### config.mk
export PLATFORM = sky130hd
export DESIGN_NAME = io_timer_flat
export DESIGN_NICKNAME = d
export VERILOG_FILES = /design/src/rtl/io_timer_pkg.sv /design/src/rtl/io_timer_if.sv /design/src/rtl/io_prescaler.sv /design/src/rtl/io_timer.sv /design/src/flat_wrapper.sv
export SDC_FILE = /design/constraint.sdc
export NUM_CORES = 1
export LEC_CHECK = 0
export CAP_MARGIN = 25
export CORE_ASPECT_RATIO = 0.5
export CORE_MARGIN = 2
export CORE_UTILIZATION = 50
export CTS_CLUSTER_DIAMETER = 120
export DETAILED_ROUTE_END_ITERATION = 8
export PLACE_DENSITY = 0.72
export SLEW_MARGIN = 20
export SYNTH_ARGS = -nofsm -noshare
export SYNTH_HDL_FRONTEND = slang
export SYNTH_SLANG_ARGS = --single-unit
### constraint.sdc
create_clock -name clk -period 5.33 [get_ports clk]
set_input_delay 1.066 -clock clk [delete_from_list [all_inputs] [get_ports clk]]
set_output_delay 1.066 -clock clk [all_outputs]
set_load 0.02 [all_outputs]
### src/rtl/io_timer_pkg.sv
// rtl/io_timer_pkg.sv - shared IO constants, register offsets and CTRL/STATUS bit positions
package io_timer_pkg;

  // IO page that all memory-mapped peripherals live in
  localparam logic [7:0] IO_PAGE = 8'h10;

  // Register offsets inside the 8-byte window
  typedef enum logic [2:0] {
    OFF_CTRL   = 3'd0,
    OFF_STATUS = 3'd1,
    OFF_CMP_L  = 3'd2,
    OFF_CMP_H  = 3'd3,
    OFF_CNT_L  = 3'd4,
    OFF_CNT_H  = 3'd5,
    OFF_DUTY_L = 3'd6,
    OFF_DUTY_H = 3'd7
  } regOffset_e;

  // CTRL bit positions; PS occupies CTRL_PS upwards
  localparam int CTRL_EN   = 0;
  localparam int CTRL_IE   = 1;
  localparam int CTRL_AR   = 2;
  localparam int CTRL_PS   = 4;

  // STATUS bit positions
  localparam int STATUS_MF = 0;

  localparam logic [15:0] CMP_RESET = 16'hFFFF;

  // Register offset carried in the low address bits
  function automatic regOffset_e regOffset(input logic [15:0] addr);
    return regOffset_e'(addr[2:0]);
  endfunction

endpackage

### src/rtl/io_timer_if.sv
// rtl/io_timer_if.sv - CPU data-memory/IO bus plus interrupt line for the timer
interface io_timer_if;
  logic [15:0] addr;
  logic [7:0]  din;
  logic [7:0]  dout;
  logic        write_en;
  logic        read_en;
  logic        irq;
  logic        irq_clr;

  // CPU side
  modport master (
    output addr, din, write_en, read_en, irq_clr,
    input  dout, irq
  );

  // Peripheral side
  modport slave (
    input  addr, din, write_en, read_en, irq_clr,
    output dout, irq
  );
endinterface

### src/rtl/io_prescaler.sv
// rtl/io_prescaler.sv - free-running 8-bit divider producing a tick every 2^ps clocks
module io_prescaler #(
  parameter int PS_BITS = 3
) (
  input  logic               clk,
  input  logic               reset,
  input  logic               clr,
  input  logic [PS_BITS-1:0] ps,
  output logic               tick
);

  logic [7:0]  div;
  logic [15:0] fullMask;
  logic [7:0]  mask;

  // Low ps bits of the divider all ones marks the last clock of a period
  always_comb begin
    fullMask = (16'd1 << ps) - 16'd1;
    mask     = fullMask[7:0];
    tick     = ((div & mask) == mask);
  end

  // Divider runs freely and restarts from zero whenever clr is held
  always_ff @(posedge clk or posedge reset) begin
    if (reset) begin
      div <= 8'd0;
    end else if (clr) begin
      div <= 8'd0;
    end else begin
      div <= div + 8'd1;
    end
  end

endmodule

### src/rtl/io_timer.sv
// rtl/io_timer.sv - memory-mapped 16-bit timer/compare peripheral; PWM output with IO_TIMER_PWM_EN
module io_timer
  import io_timer_pkg::*;
#(
  parameter logic [15:0] BASE_ADDR     = {IO_PAGE, 8'h00},
  parameter int          PRESCALE_BITS = 3
) (
  input  logic       clk,
  input  logic       reset,
  io_timer_if.slave  bus
`ifdef IO_TIMER_PWM_EN
  ,
  output logic       pwm_out
`endif
);

  // Register state
  logic                     en;
  logic                     ie;
  logic                     ar;
  logic [PRESCALE_BITS-1:0] ps;
  logic                     mf;
  logic [15:0]              cmp;
  logic [15:0]              cnt;
  logic [7:0]               tmpHi;
  logic [7:0]               cntHiShadow;
  logic [7:0]               doutReg;
  logic [15:0]              dutyRead;

  // Bus decode
  logic       sel;
  regOffset_e offset;
  logic       wrStrobe;
  logic       rdStrobe;
  logic       ctrlWr;
  logic       statusWr;
  logic       cmpLoWr;
  logic       cmpHiWr;
  logic       cntLoWr;
  logic       cntHiWr;
  logic       cntLoRd;
  logic [7:0] readMux;
  logic [7:0] ctrlRead;

  // Counter control
  logic tick;
  logic prescClr;
  logic countStep;
  logic matchEvent;

  assign sel      = (bus.addr[15:3] == BASE_ADDR[15:3]);
  assign offset   = regOffset(bus.addr);
  assign wrStrobe = bus.write_en && sel;
  assign rdStrobe = bus.read_en && sel;

  assign ctrlWr   = wrStrobe && (offset == OFF_CTRL);
  assign statusWr = wrStrobe && (offset == OFF_STATUS);
  assign cmpLoWr  = wrStrobe && (offset == OFF_CMP_L);
  assign cmpHiWr  = wrStrobe && (offset == OFF_CMP_H);
  assign cntLoWr  = wrStrobe && (offset == OFF_CNT_L);
  assign cntHiWr  = wrStrobe && (offset == OFF_CNT_H);
  assign cntLoRd  = rdStrobe && (offset == OFF_CNT_L);

  // A counter load restarts the tick phase so the loaded value lasts a full period
  assign prescClr   = !en || cntLoWr;
  assign countStep  = tick && en;
  assign matchEvent = countStep && (cnt == cmp);

  io_prescaler #(
    .PS_BITS (PRESCALE_BITS)
  ) uPrescaler (
    .clk   (clk),
    .reset (reset),
    .clr   (prescClr),
    .ps    (ps),
    .tick  (tick)
  );

  // CTRL: bus write takes priority over the one-shot self-stop
  always_ff @(posedge clk or posedge reset) begin
    if (reset) begin
      en <= 1'b0;
      ie <= 1'b0;
      ar <= 1'b0;
      ps <= '0;
    end else if (ctrlWr) begin
      en <= bus.din[CTRL_EN];
      ie <= bus.din[CTRL_IE];
      ar <= bus.din[CTRL_AR];
      ps <= bus.din[CTRL_PS +: PRESCALE_BITS];
    end else if (matchEvent && !ar) begin
      en <= 1'b0;
    end
  end

  // Match flag: a new match beats any clear arriving in the same cycle
  always_ff @(posedge clk or posedge reset) begin
    if (reset) begin
      mf <= 1'b0;
    end else if (matchEvent) begin
      mf <= 1'b1;
    end else if (bus.irq_clr || (statusWr && bus.din[STATUS_MF])) begin
      mf <= 1'b0;
    end
  end

  // Compare register, written byte by byte
  always_ff @(posedge clk or posedge reset) begin
    if (reset) begin
      cmp <= CMP_RESET;
    end else begin
      if (cmpLoWr) cmp[7:0]  <= bus.din;
      if (cmpHiWr) cmp[15:8] <= bus.din;
    end
  end

  // High-byte staging for atomic counter loads
  always_ff @(posedge clk or posedge reset) begin
    if (reset) begin
      tmpHi <= 8'd0;
    end else if (cntHiWr) begin
      tmpHi <= bus.din;
    end
  end

  // Counter: bus load wins over a tick; match reloads zero; 0xFFFF wraps silently
  always_ff @(posedge clk or posedge reset) begin
    if (reset) begin
      cnt <= 16'd0;
    end else if (cntLoWr) begin
      cnt <= {tmpHi, bus.din};
    end else if (matchEvent) begin
      cnt <= 16'd0;
    end else if (countStep) begin
      cnt <= cnt + 16'd1;
    end
  end

  // Reading the low byte freezes the high byte for the following read
  always_ff @(posedge clk or posedge reset) begin
    if (reset) begin
      cntHiShadow <= 8'd0;
    end else if (cntLoRd) begin
      cntHiShadow <= cnt[15:8];
    end
  end

`ifdef IO_TIMER_PWM_EN
  logic [15:0] duty;
  logic        pwmReg;

  // Duty register, written byte by byte
  always_ff @(posedge clk or posedge reset) begin
    if (reset) begin
      duty <= 16'd0;
    end else begin
      if (wrStrobe && (offset == OFF_DUTY_L)) duty[7:0]  <= bus.din;
      if (wrStrobe && (offset == OFF_DUTY_H)) duty[15:8] <= bus.din;
    end
  end

  // PWM high while running and the count is below the duty threshold
  always_ff @(posedge clk or posedge reset) begin
    if (reset) begin
      pwmReg <= 1'b0;
    end else begin
      pwmReg <= en && (cnt < duty);
    end
  end

  assign pwm_out  = pwmReg;
  assign dutyRead = duty;
`else
  assign dutyRead = 16'd0;
`endif

  // Assemble the CTRL readback byte; unused bits read zero
  always_comb begin
    ctrlRead                           = 8'd0;
    ctrlRead[CTRL_EN]                  = en;
    ctrlRead[CTRL_IE]                  = ie;
    ctrlRead[CTRL_AR]                  = ar;
    ctrlRead[CTRL_PS +: PRESCALE_BITS] = ps;
  end

  // Read data selection by register offset
  always_comb begin
    readMux = 8'd0;
    case (offset)
      OFF_CTRL:   readMux = ctrlRead;
      OFF_STATUS: readMux = {7'd0, mf};
      OFF_CMP_L:  readMux = cmp[7:0];
      OFF_CMP_H:  readMux = cmp[15:8];
      OFF_CNT_L:  readMux = cnt[7:0];
      OFF_CNT_H:  readMux = cntHiShadow;
      OFF_DUTY_L: readMux = dutyRead[7:0];
      OFF_DUTY_H: readMux = dutyRead[15:8];
      default:    readMux = 8'd0;
    endcase
  end

  // Registered read port; idles at zero so the CPU-side OR/mux stays clean
  always_ff @(posedge clk or posedge reset) begin
    if (reset) begin
      doutReg <= 8'd0;
    end else if (rdStrobe) begin
      doutReg <= readMux;
    end else begin
      doutReg <= 8'd0;
    end
  end

  assign bus.dout = doutReg;
  assign bus.irq  = mf && ie;

endmodule
### src/flat_wrapper.sv
// flat-port wrapper written by rule: the top's interface ports become plain ports
module io_timer_flat import io_timer_pkg::*;
#(
  parameter logic [15:0] BASE_ADDR     = {IO_PAGE, 8'h00},
  parameter int          PRESCALE_BITS = 3
)
  (clk, reset, bus_addr, bus_din, bus_write_en, bus_read_en, bus_irq_clr, bus_dout, bus_irq);
  io_timer_if bus_i ();
  input  logic clk;
  input  logic reset;
  input wire logic [$bits(bus_i.addr)-1:0] bus_addr;
  input wire logic [$bits(bus_i.din)-1:0] bus_din;
  input wire logic [$bits(bus_i.write_en)-1:0] bus_write_en;
  input wire logic [$bits(bus_i.read_en)-1:0] bus_read_en;
  input wire logic [$bits(bus_i.irq_clr)-1:0] bus_irq_clr;
  output wire logic [$bits(bus_i.dout)-1:0] bus_dout;
  output wire logic [$bits(bus_i.irq)-1:0] bus_irq;
  assign bus_i.addr = bus_addr;
  assign bus_i.din = bus_din;
  assign bus_i.write_en = bus_write_en;
  assign bus_i.read_en = bus_read_en;
  assign bus_i.irq_clr = bus_irq_clr;
  assign bus_dout = bus_i.dout;
  assign bus_irq = bus_i.irq;
  io_timer #(.BASE_ADDR(BASE_ADDR), .PRESCALE_BITS(PRESCALE_BITS)) u_core (.clk(clk), .reset(reset), .bus(bus_i));
endmodule
==> run_results.csv <==
group,metric,value,unit
cts,numCtsBuffers,9,
floorplanning,die_h,66.0,um
cts,post-cts-setup-buffer-count,0,
grt,grt_max_degree,37,
cts,cts_tree,"done",
synth,synthArstFlopShare,100,%
synth,synth_area_leader_cell,"dfrtp_1",
setup_path,rr_worst_depth,5,
placed_design,io_buffers,37,
floorplanning,die_w,128,um
synth,synthFlopType,"dfrtp_1",
timing,finalCritPeriodShare,68.2,%
synth,ys_types,53,
setup_path,path_cells,"clkdlybuf4s50_1 -> nor2b_2 -> and2b_1 -> nand3_1 -> nand2_1 -> nor2_1",
cts,clock_sinks,70,
floorplanning,num_rows,22,
cts,hold_buffers,0,
cells_and_area,syn_to_final_growth,16.2,%
synth,synth-warning-count,0,
cells_and_area,layout-drive-gt1-share,19.4,%
cells_and_area,fin_nets,423,
timing,timing.final.ws_setup,1690,ps
cells_and_area,diodes,0,
setup_path,cp-end-kind,"flip-flop",
drt,drc,0,
setup_path,crit_path_start_kind,"input port",
floorplanning,ios,38,
drt,wl_per_cell,20.0,um
timing,setup_viol,0,
timing,slew_violations,0,
synth,avgSynthCellArea,10.5,um^2
timing,skew,7.29,ps
synth,yosysSeqAreaShare,46.1,%
drt,via_per_inst,6.28,
cts,root_buffer,"clkbuf_16",
timing,slew_headroom,30.0,%
drt,firstDrtPassIters,6,
setup_path,cp_slowest_cell,"nor2b_2",
synth,synth_area,0.00384,mm^2
drt,detail-route-antenna-nets,0,
timing,tns,0,ps
placed_design,pre_cts_slack,1380,ps
timing,hold_viol_final,0,
grt,grt.overflow.total,0,
drt,drt-total-wl,9.85,mm
synth,syn_inst,366,
cts,ctsHtreeMaxLevel,3,
placed_design,post-dp-hpwl,6.94,mm
setup_path,path_buf_inv,1,
timing,min_period,3640,ps
cells_and_area,n_fill_cell,608,
synth,ys_ff_latch,70,
grt,grt_util_all_layers,25.5,%
synth,synth_area_leaders,"dfrtp_1 (35%), dfstp_2 (11%), mux2_2 (11%)",
drt,drtIter0Drc,271,
pwr,p_per_area,254,mW/mm^2
pwr,vdd_drop_max,0.000155,V
grt,antenna_found_initial,0,
cts,clock_path_buffers,2,
setup_path,cpPeakStageDelay,620,ps
cts,cts.clk_slew.worst_paths,50,ps
setup_path,critPathTopFamily,"simple AND/OR/NAND/NOR gates",
placed_design,postPlaceCellArea,0.00420,mm^2
timing,rsz0062_at_grt,"false",
drt,vias,3096,
floorplanning,start_util,52.1,%
placed_design,finalWeightedCongestion,0.905,
synth,synth_edf_count,0,
job,max_cap_violations,0,
setup_path,cp_max_fo,17,
synth,syn_nets,397,
grt,grt_pass1_wl,16.1,mm
setup_path,path_depth,6,
timing,hold_ws,500,ps
setup_path,critPathRequiredTime,5540,ps
timing,tightest_slew,1040,ps
worst_hold_path,hold_depth,2,
grt,grt_pass1_vias,3128,
synth,yosysTopAreaCellShare,35.2,%
setup_path,worstPathArrival,3850,ps
worst_hold_path,hold_path_class,"reg2reg",
cells_and_area,fin_area,0.00447,mm^2
timing,max_freq,275,MHz
cts,clkLatencyLatePin,330,ps
cts,ctsResizeCount,0,
outcome,status,"completed",
floorplanning,dieArea,0.00845,mm^2
pwr,p_leak,1.87,nW
setup_path,path_class,"in2reg",
floorplanning,coreArea,0.00738,mm^2
synth_stat cells (all sizes together), types with 11 or more instances:
cell and instances:
dfrtp 54, mux2 37, nor2 28, a21oi 25, xor2 19, nand3 18
nand2 17, buf 16, dfstp 16, a22oi 15, o21ai 12, a31oi 11
final cells by class:
class	instances	area [um^2]	share of cell area (%)
clock inverter	2	10.0	0.224
tap	96	120	2.69
inverter	8	30.0	0.672
clock buffer	14	254	5.69
sequential	70	1770	39.7
timing repair buffer	39	385	8.63
multi-input combinational	264	1890	42.4
report_power, final:
group / switching (mW) / internal [mW] / total, mW
combinational: 0.0351 / 0.0261 / 0.0612
sequential: 0.000833 / 0.533 / 0.534
clock: 0.214 / 0.327 / 0.541
final timing paths:
check	endpoint	from	slack, ps
max	u_core.uPrescaler.div[4]$_DFF_PP0_	bus_addr[2]	1690
min	u_core.cnt[9]$_DFFE_PP0P_	u_core.tmpHi[1]$_DFFE_PP0P_	500
max reg2reg	u_core.en$_DFFE_PP0P_	u_core.ps[1]$_DFFE_PP0P_	3130
min reg2reg	u_core.cnt[9]$_DFFE_PP0P_	u_core.tmpHi[1]$_DFFE_PP0P_	500
max in group asynchronous	u_core.cmp[15]$_DFFE_PP1P_	reset	3200
min in group asynchronous	u_core.bus.dout[1]$_DFF_PP0_	reset	1160
worst register-to-register path, stage by stage, from the launching register on:
cell	delay, ps
dfrtp_1	430
a21boi_0	150
o21ai_0	360
nand4_2	550
o311ai_1	470
o21ai_1	110
layout by cell type, fill, tap and decap left out, types with 3 or more instances in the layout:
cell type,count
a21oi_1,25
a221oi_1,7
a22oi_1,15
a311oi_1,4
a31oi_1,11
a32oi_1,5
and2_1,6
and3_1,7
and4_1,5
clkbuf_1,4
clkbuf_16,9
clkdlybuf4s50_1,37
dfrtp_1,54
dfstp_2,16
inv_1,7
mux2_2,37
nand2_1,17
nand3_1,14
nand4_1,5
nor2_1,28
nor2b_1,3
nor4_1,7
o21ai_0,8
o21ai_1,4
xor2_1,19
through the flow:
| step | power (mW) | std cells | util, % |
|---|---|---|---|
| floorplan | 0.570 | 366 | - |
| global placement | 0.602 | 477 | 57.0 |
| detailed placement | 0.603 | 477 | 57.0 |
| CTS | 1.14 | 493 | 60.5 |
| global route | 1.17 | 493 | 60.5 |
| finish | 1.14 | 493 | 60.5 |
kinds of logic (layout without fill, tap and decap cells):
| logic type | after synthesis | after routing | synth area share [%] |
|---|---|---|---|
| AND/OR/NAND/NOR | 112 | 112 | 16.7 |
| XOR/XNOR | 21 | 21 | 4.79 |
| adder cells (fa/ha/maj) | 2 | 2 | 0.651 |
| buffers and inverters | 32 | 63 | 4.62 |
| AO/OA/AOI/OAI | 91 | 91 | 16.0 |
| multiplexers | 38 | 38 | 11.1 |
| flip-flops | 70 | 70 | 46.1 |
routing by layer:
metal	wire length [um]	vias to the layer above	global-route usage, %
met5	0	-	0
met3	774	17	7.20
met2	4370	117	38.3
met1	4550	1544	35.4
li1	-	1418	-
met4	157	0	9.34
sequential cells by signal, indices dropped and copies added, names as in the netlist:
name and count:
u_core.cmp 16, u_core.cnt 16, u_core.bus.dout 8, u_core.cntHiShadow 8, u_core.tmpHi 8, u_core.uPrescaler.div 7
u_core.ps 3, u_core.ar 1, u_core.en 1, u_core.ie 1, u_core.mf 1
Power figures use the tool's default switching activity.
